===== config.mk =====
export PLATFORM = sky130hd
export DESIGN_NAME = ps2_mouse_ctrl
export DESIGN_NICKNAME = d
export VERILOG_FILES = /design/src/rtl/ps2_mouse_ctrl.sv
export SDC_FILE = /design/constraint.sdc
export NUM_CORES = 1
export LEC_CHECK = 0
export BUFFER_PORTS_ARGS = -buffer_cell sky130_fd_sc_hd__buf_2
export CORE_AREA = 2 2 98 100
export CTS_CLUSTER_DIAMETER = 60
export CTS_CLUSTER_SIZE = 28
export DETAILED_ROUTE_END_ITERATION = 16
export DIE_AREA = 0 0 100 102
export GPL_ROUTABILITY_DRIVEN = 1
export HOLD_SLACK_MARGIN = 0.08
export PLACE_DENSITY_LB_ADDON = 0.2
export SLEW_MARGIN = 20
export SYNTH_ARGS = -nofsm -noshare
export SYNTH_HDL_FRONTEND = slang
export SYNTH_SLANG_ARGS = --single-unit

===== constraint.sdc =====
create_clock -name clk_sys -period 2.6 [get_ports clk_sys]
set_clock_uncertainty 0.1 [all_clocks]
set_input_delay 0 -clock clk_sys [delete_from_list [all_inputs] [get_ports clk_sys]]
set_output_delay 0 -clock clk_sys [all_outputs]
set_load 0.03 [all_outputs]

===== src/rtl/ps2_mouse_ctrl.sv =====
// rtl/ps2_mouse_ctrl.sv - PS/2 mouse init sequencer and stream packet assembler (optional wheel: MOUSE_WHEEL_EN)
module ps2_mouse_ctrl #(
    parameter logic [23:0] TIMEOUT   = 24'd2_000_000,
    parameter int          MAX_RETRY = 3
) (
    input  logic        clk_sys,
    input  logic        reset,
    input  logic [7:0]  rx_data,
    input  logic        rx_valid,
    output logic [7:0]  tx_data,
    output logic        tx_req,
    input  logic        tx_done,
    input  logic        tx_err,
    output logic [24:0] ps2_mouse,
    output logic [3:0]  wheel,
    output logic        ready,
    output logic        fail
);

    localparam int RW = (MAX_RETRY < 2) ? 1 : $clog2(MAX_RETRY + 1);
    localparam logic [RW-1:0] RETRY_LAST = RW'(MAX_RETRY);

    typedef enum logic [3:0] {
        S_RST_TX, S_RST_ACK, S_BAT, S_ID,
        S_WH_TX, S_WH_ACK, S_WH_ID,
        S_EN_TX, S_EN_ACK, S_STREAM, S_FAIL
    } state_t;

    state_t        state_q, state_d;
    logic [23:0]   to_cnt;
    logic [RW-1:0] retry;
    logic [1:0]    idx;
    logic [1:0]    last_idx;
    logic [7:0]    b0, b1, b2_out;
    logic [7:0]    cmd;
    logic [7:0]    tx_data_q;
    logic          tx_req_q;
    logic [24:0]   ps2_q;
    logic          is_tx, is_wait, expire, wait_to, sent, tx_fail;
    logic          rx_fa, rx_fe, rx_aa, rx_00;
    logic          keep, pkt_done;
    state_t        to_target;

    assign is_tx   = (state_q == S_RST_TX) || (state_q == S_EN_TX) || (state_q == S_WH_TX);
    assign is_wait = (state_q == S_RST_ACK) || (state_q == S_BAT) || (state_q == S_ID) ||
                     (state_q == S_EN_ACK) || (state_q == S_WH_ACK) || (state_q == S_WH_ID);
    assign expire  = (to_cnt >= TIMEOUT - 24'd1);
    // A byte arriving on the expiry cycle takes priority over the timeout.
    assign wait_to = is_wait && expire && !rx_valid;
    assign sent    = is_tx && tx_req_q && tx_done;
    assign tx_fail = is_tx && tx_req_q && tx_err && !tx_done;

    assign rx_fa = rx_valid && (rx_data == 8'hFA);
    assign rx_fe = rx_valid && (rx_data == 8'hFE);
    assign rx_aa = rx_valid && (rx_data == 8'hAA);
    assign rx_00 = rx_valid && (rx_data == 8'h00);

    assign to_target = (retry == RETRY_LAST) ? S_FAIL : S_RST_TX;

    // Byte 0 of a stream packet always has bit 3 set; anything else is resync noise.
    assign keep     = (state_q == S_STREAM) && rx_valid && ((idx != 2'd0) || rx_data[3]);
    assign pkt_done = keep && (idx == last_idx);

`ifdef MOUSE_WHEEL_EN
    logic [2:0] wh_idx;
    logic       wheel_mode;
    logic [7:0] b2;
    logic [3:0] wheel_q;

    assign last_idx = wheel_mode ? 2'd3 : 2'd2;
    assign b2_out   = wheel_mode ? b2 : rx_data;
    assign wheel    = wheel_q;

    always_ff @(posedge clk_sys) begin
        if (reset) begin
            wh_idx     <= 3'd0;
            wheel_mode <= 1'b0;
            b2         <= 8'h00;
            wheel_q    <= 4'h0;
        end else begin
            if (state_q == S_ID && rx_00)
                wh_idx <= 3'd0;
            else if (state_q == S_WH_ACK && rx_fa && wh_idx != 3'd6)
                wh_idx <= wh_idx + 3'd1;
            if (state_q == S_WH_ID && rx_valid && !rx_fe)
                wheel_mode <= (rx_data == 8'h03);
            if (keep && idx == 2'd2)
                b2 <= rx_data;
            if (pkt_done && wheel_mode)
                wheel_q <= rx_data[3:0];
        end
    end
`else
    assign last_idx = 2'd2;
    assign b2_out   = rx_data;
    assign wheel    = 4'h0;
`endif

    always_ff @(posedge clk_sys) begin
        if (reset)
            state_q <= S_RST_TX;
        else
            state_q <= state_d;
    end

    always_comb begin
        state_d = state_q;
        case (state_q)
            S_RST_TX:  if (sent) state_d = S_RST_ACK;
            S_RST_ACK: begin
                if (rx_fa)        state_d = S_BAT;
                else if (rx_fe)   state_d = S_RST_TX;
                else if (wait_to) state_d = to_target;
            end
            S_BAT: begin
                if (rx_aa)        state_d = S_ID;
                else if (rx_fe)   state_d = S_RST_TX;
                else if (wait_to) state_d = to_target;
            end
            S_ID: begin
`ifdef MOUSE_WHEEL_EN
                if (rx_00)        state_d = S_WH_TX;
`else
                if (rx_00)        state_d = S_EN_TX;
`endif
                else if (rx_fe)   state_d = S_RST_TX;
                else if (wait_to) state_d = to_target;
            end
`ifdef MOUSE_WHEEL_EN
            S_WH_TX:   if (sent) state_d = S_WH_ACK;
            S_WH_ACK: begin
                if (rx_fa)        state_d = (wh_idx == 3'd6) ? S_WH_ID : S_WH_TX;
                else if (rx_fe)   state_d = S_WH_TX;
                else if (wait_to) state_d = to_target;
            end
            S_WH_ID: begin
                if (rx_fe)         state_d = S_WH_TX;
                else if (rx_valid) state_d = S_EN_TX;
                else if (wait_to)  state_d = to_target;
            end
`endif
            S_EN_TX:   if (sent) state_d = S_EN_ACK;
            S_EN_ACK: begin
                if (rx_fa)        state_d = S_STREAM;
                else if (rx_fe)   state_d = S_EN_TX;
                else if (wait_to) state_d = to_target;
            end
            default:   state_d = state_q;
        endcase
    end

    always_comb begin
        cmd   = 8'h00;
        ready = (state_q == S_STREAM);
        fail  = (state_q == S_FAIL);
        case (state_q)
            S_RST_TX: cmd = 8'hFF;
            S_EN_TX:  cmd = 8'hF4;
`ifdef MOUSE_WHEEL_EN
            // Sample-rate knock sequence 200/100/80 unlocks the wheel ID, then read ID.
            S_WH_TX: begin
                case (wh_idx)
                    3'd0, 3'd2, 3'd4: cmd = 8'hF3;
                    3'd1:             cmd = 8'hC8;
                    3'd3:             cmd = 8'h64;
                    3'd5:             cmd = 8'h50;
                    default:          cmd = 8'hF2;
                endcase
            end
`endif
            default:  cmd = 8'h00;
        endcase
    end

    always_ff @(posedge clk_sys) begin
        if (reset) begin
            tx_req_q  <= 1'b0;
            tx_data_q <= 8'h00;
            to_cnt    <= 24'd0;
            retry     <= '0;
            idx       <= 2'd0;
            b0        <= 8'h00;
            b1        <= 8'h00;
            ps2_q     <= 25'd0;
        end else begin
            // After a failed send tx_req stays low one cycle before the retry.
            if (!is_tx || sent || tx_fail)
                tx_req_q <= 1'b0;
            else if (!tx_req_q) begin
                tx_req_q  <= 1'b1;
                tx_data_q <= cmd;
            end

            if (state_d != state_q || keep || !(is_wait || state_q == S_STREAM))
                to_cnt <= 24'd0;
            else if (state_q == S_STREAM && expire)
                to_cnt <= 24'd0;
            else if (!expire)
                to_cnt <= to_cnt + 24'd1;

            if (state_d == S_STREAM && state_q != S_STREAM)
                retry <= '0;
            else if (wait_to && retry != RETRY_LAST)
                retry <= retry + 1'b1;

            if (keep) begin
                if (idx == 2'd0) b0 <= rx_data;
                if (idx == 2'd1) b1 <= rx_data;
                idx <= pkt_done ? 2'd0 : idx + 2'd1;
            end else if (state_q == S_STREAM && expire) begin
                idx <= 2'd0;
            end

            if (pkt_done)
                ps2_q <= {~ps2_q[24], b2_out, b1, b0};
        end
    end

    assign tx_req    = tx_req_q;
    assign tx_data   = tx_data_q;
    assign ps2_mouse = ps2_q;

endmodule


## Word level (Yosys, flattened, before mapping)

Cells that the tools add are included.

- Register bits after elaboration: 82
- Bits of input ports: 13
- Output and inout bits: 40
- Logic and storage cells: 95

- $add $sub $neg: 3
- $lt $le $gt $ge: 1
- Eq/ne operators: 20
- Multiplexer cells: 16
- Bitwise logic cells: 3
- Reductions and logical operators: 43

Operators with widths:

| operator | number |
|---|---|
| $mux W4 | 10 |
| $add A24 B1 Y24 const B | 1 |
| $eq A8 B8 Y1 const B | 3 |
| $ge A24 B21 Y1 const B | 1 |
| $pmux W4 S6 | 1 |
| $eq A4 B3 Y1 const B | 4 |
| $eq A4 B4 Y1 const B | 4 |
| $logic_and A1 B1 Y1 | 16 |
| $pmux W8 S2 | 1 |
| $logic_or A1 B1 Y1 | 13 |
| $eq A4 B2 Y1 const B | 2 |
| $logic_not A8 Y1 | 1 |
| $mux W2 | 3 |
| $reduce_and A2 Y1 | 3 |
| $add A2 B1 Y2 const B | 2 |
| $eq A2 B2 Y1 const B | 2 |
| $eq A4 B1 Y1 const B | 1 |
| $logic_not A1 Y1 | 4 |
| $logic_not A4 Y1 | 1 |
| $ne A4 B4 Y1 | 1 |
| $ne A4 B4 Y1 const B | 1 |
| $reduce_bool A2 Y1 | 2 |
| $not A1 Y1 | 3 |
| $reduce_or A3 Y1 | 1 |
| 5 further kinds | 5 |

## Depth between registers and ports, before layout

- Depth after elaboration: 16
- Gate-level depth with buffers: 10
- Gate-level depth less buffers: 7

## Least setup slack after synthesis

Ideal clock, no wire load.

- Path type: register to register
- Start point: register state_q[3]
- End point: register b0[0]
- Setup time: 0.128 ns
- Arrival: 2.526 ns
- Data required time: 2.372 ns
- Slack: -0.154 ns
- Stages on the path, launching flop included: 10
- Path buffers: 2
- Period minus slack after synthesis: 2.754 ns
- Path through: dfxtp_1 buf_2 inv_1 nor4_2 nand2_1 nor2_1 nand3b_1 buf_2 mux2i_1 nor2_1

- Cells in the longest elaborated chain, start to end: 4

Ends and longest elaborated chain:

| element | line | text |
|---|---|---|
| from (decl) | 29 | `state_t state_q, state_d;` |
| from (signal assigned) | 103 | `state_q <= state_d;` |
| $eq A4 B4 Y1 | -- |  |
| net ready | 16 | `output logic ready,` |
| $logic_and A1 B1 Y1 (2 in a row) | 61 | `assign keep = (state_q == S_STREAM) && rx_valid && ((idx != 2'd0) \|\| rx_data[3]);` |
| $reduce_and A2 Y1 (no line) | -- |  |
| to (signal assigned) | 207 | `if (idx == 2'd0) b0 <= rx_data;` |
| to (decl) | 34 | `logic [7:0] b0, b1, b2_out;` |

The timed path passes the listed nets, and every way through them passes these cells.
A chain may end at the register's enable or synchronous reset.

## Worst setup path after layout

- Start point: register to_cnt[11]
- End point: register to_cnt[10]

- Cells in the longest elaborated chain, start to end: 11
- Elaborated cells on any way between the ends: 16
- Classes of those cells: order compare: 1; eq/ne: 1; mux: 8; reduce/logical: 6

Ends and longest elaborated chain:

| element | line | text |
|---|---|---|
| from (decl) | 30 | `logic [23:0] to_cnt;` |
| from (signal assigned) | 199 | `to_cnt <= to_cnt + 24'd1;` |
| $ge A24 B21 Y1 * | 47 | `assign expire = (to_cnt >= TIMEOUT - 24'd1);` |
| $logic_and A1 B1 Y1 (2 in a row) | 49 | `assign wait_to = is_wait && expire && !rx_valid;` |
| $mux W4 | -- |  |
| $mux W4 (on tied branches) | 145, 117 |  |
| $mux W4 (on tied branches) | -- |  |
| $pmux W4 S6 | 108 | `case (state_q)` |
| $ne A4 B4 Y1 | 194 | `if (state_d != state_q \|\| keep \|\| !(is_wait \|\| state_q == S_STREAM))` |
| $logic_or A1 B1 Y1 (2 in a row) | 194 |  |
| $reduce_or A3 Y1 (no line) | -- |  |

Every way passes the cells marked *; elsewhere a longest branch is shown, timed or not.

==> impl_metrics.yaml <==
sta:
  period_needed_ps: 2510
  rsz0062_at_grt: "yes"
  maxSlewHeadroom_pct: 58.2
  setup_violations: 0
  finalHoldViolCount: 0
  fin_tns_setup_ps: 0
  timing.hold.ws_ps: 126
  period_share_pct: 96.6
  worstMarginPinSlew_ps: 626
  max_freq_mhz: 398
  finalMaxSlewViolations: 0
finish:
  final_net_count: 521
  finalNonFillerCells: 622
  drive_above_1_share_pct: 22.7
  final_cell_mix: "dfxtp_1, nand2_1, a21oi_1"
  num_antenna_cells: 0
  area_growth_pct: 24.0
  utilization_pct: 49.0
  final_common_cell: "dfxtp_1"
yosys:
  post_synth_num_cell_types: 62
  netlist_instances: 437
  ys_ff_latch: 76
  syn-cell-area_mm2: 0.00360
  async_reset_ff_share_pct: 0
  synth_mux_area_share_pct: 3.06
  synth_edf_count: 0
  synth_top_family_by_area: "simple AND/OR/NAND/NOR gates"
  synthAdderAreaFrac_pct: 0.695
  synth.avg_cell_area_um2: 8.23
  yosysWarnings: 0
  synth_flop_cell: "dfxtp_1"
  synth_seq_area_share_pct: 42.3
  synth_compound_area_share_pct: 15.7
  synth-xor-area-share_pct: 5.35
  synth-simple-area-share_pct: 26.2
setup_path:
  crit_fanout: 6
  cp-start-kind: "flop"
  cp.required_ps: 2710
  cp_top_family: "simple AND/OR/NAND/NOR gates"
  end_kind: "flop"
  crit_type: "flop to flop"
  cpMaxStageDelayCell: "o311ai_2"
  cp_cell_sequence: "or4_1, and4bb_1, and2b_1, o21ai_2, and3_4, o311ai_2, nor2_1"
  cpPeakStageDelay_ps: 580
  worstPathArrival_ps: 2630
  crit_buf_inv: 0
clocking:
  cts_inserted_buffers: 9
  cts_tree: "yes"
  insertion_delay_ps: 360
  root_buffer: "clkbuf_8"
  cts.htree.levels: 3
  path_clk_slew_ps: 80
  cts_buffer_depth: 2
  clock-sinks: 76
placement:
  portBuffers: 48
  hpwl_um: 5730
  dpl.cell_count: 589
  gp_congestion: 0.911
global_routing:
  track_usage_pct: 18.1
  grt_pass1_vias: 2983
  grt-ovfl-total: 0
  grt_antenna_before_repair: 0
  grt_max_degree: 53
  grt_pass1_wl_um: 14700
power:
  totalPowerFinal_uw: 2390
  p_leak_uw: 0.00173
  p_per_area_mw_per_mm2: 535
  ir_drop_mv: 0.232
floorplan:
  core_area_mm2: 0.00911
  die_x_um: 100
  dieArea_mm2: 0.0102
  initial_utilization_pct: 39.5
  num_io_pins: 53
  die_h_um: 102
  rows: 35
routing:
  ant_nets: 0
  drc: 0
  dr_total_vias: 3257
  wl_um: 8970
  drtIter0Drc: 120
  vias_per_cell: 5.24
  routedWlPerCell_um: 14.4
  drt_pass1_iterations: 4
min_path:
  hp-class: "primary input to flop"
status:
  status: "finished clean"
run:
  max-cap-violations: 0
-- flip-flops by register name, indices dropped and copies added (netlist names) --
signal,cells
idx,2
ps2_mouse,25
b0,8
b1,8
tx_req,1
tx_data,2
to_cnt,24
state_q,4
retry,2
-- metal layers --
layer  global-route usage (%)  wire length (um)  share of wire, %
met1                     23.6              4260                47
met2                     29.1              4270                48
met3                     4.92               274               3.1
met4                     6.43               170               1.9
met5                        0                 0                 0
-- repair_timing --
action / 4_1_cts / 5_1_grt
setup buffers: 0 / 3
hold endpoints to repair: 27 / 0
resized for setup: 4 / 8
endpoints found under the setup margin: 24 / 31
cloned: 1 / 1
hold buffers: 12 / 0
pin swaps: 1 / 5
-- path summary, 6_finish.rpt --
| kind | start | to | slack [ps] | cells after the start |
|---|---|---|---|---|
| setup reg to reg | to_cnt[11]$_SDFFE_PP0N_ | to_cnt[10]$_SDFFE_PP0N_ | 90 | 7 |
| hold / removal | reset | ps2_mouse[24]$_SDFFE_PP0P_ | 130 | 3 |
| setup / recovery | to_cnt[11]$_SDFFE_PP0N_ | to_cnt[10]$_SDFFE_PP0N_ | 90 | 7 |
| hold reg to reg | b0[3]$_SDFFE_PP0P_ | b0[3]$_SDFFE_PP0P_ | 350 | 2 |
-- tightest hold or removal path: cells and delay by family --
family                 cells  cell delay [ps]
AND/OR/NAND/NOR            1              150
buffers and inverters      2              380
-- final cells by class --
class | count | area (um2)
Tap cell | 111 | 139
Multi-Input combinational cell | 320 | 1960
Timing Repair Buffer | 90 | 583
Clock inverter | 7 | 96.3
Inverter | 9 | 33.8
Clock buffer | 9 | 124
Sequential cell | 76 | 1520
Fill cell | 913 | 4650
-- synth_stat cells, types with 4 or more instances --
library cell,n,area share [%]
dfxtp_1,76,42
nand2_1,74,7.7
a21oi_1,49,6.8
nor2_1,44,4.6
clkbuf_1,17,1.8
nand3_1,17,2.4
xor2_1,13,3.2
mux2i_1,11,3.1
buf_4,10,2.1
inv_1,9,0.94
nor3_1,9,1.3
o21ai_0,9,1.3
xnor2_1,9,2.2
and3_1,6,1.0
nor4_1,5,0.87
buf_1,4,0.42
nand4_1,4,0.70
-- logic make-up (layout without fill, tap and decap cells) --
group,after synthesis,in the layout
flip-flops,76,76
other,1,4
AND/OR/NAND/NOR,190,190
XOR/XNOR,22,22
adder cells (fa/ha/maj),2,2
buffers and inverters,46,115
AO/OA/AOI/OAI,89,91
multiplexers,11,11
-- through the flow --
stage | cell area (um2) | setup WS (ps)
final | 4460 | 87.7
after global routing | 4460 | -30.3
after CTS | 4380 | 19.9
after detailed placement | 4000 | -212
after global placement | 4000 | -131
after floorplan | 3620 | 103
-- where the power goes --
group	switching, uW	internal [uW]
logic	120	63.6
registers	12.1	1170
clock network	474	546
(Power assumes the default switching activity.)
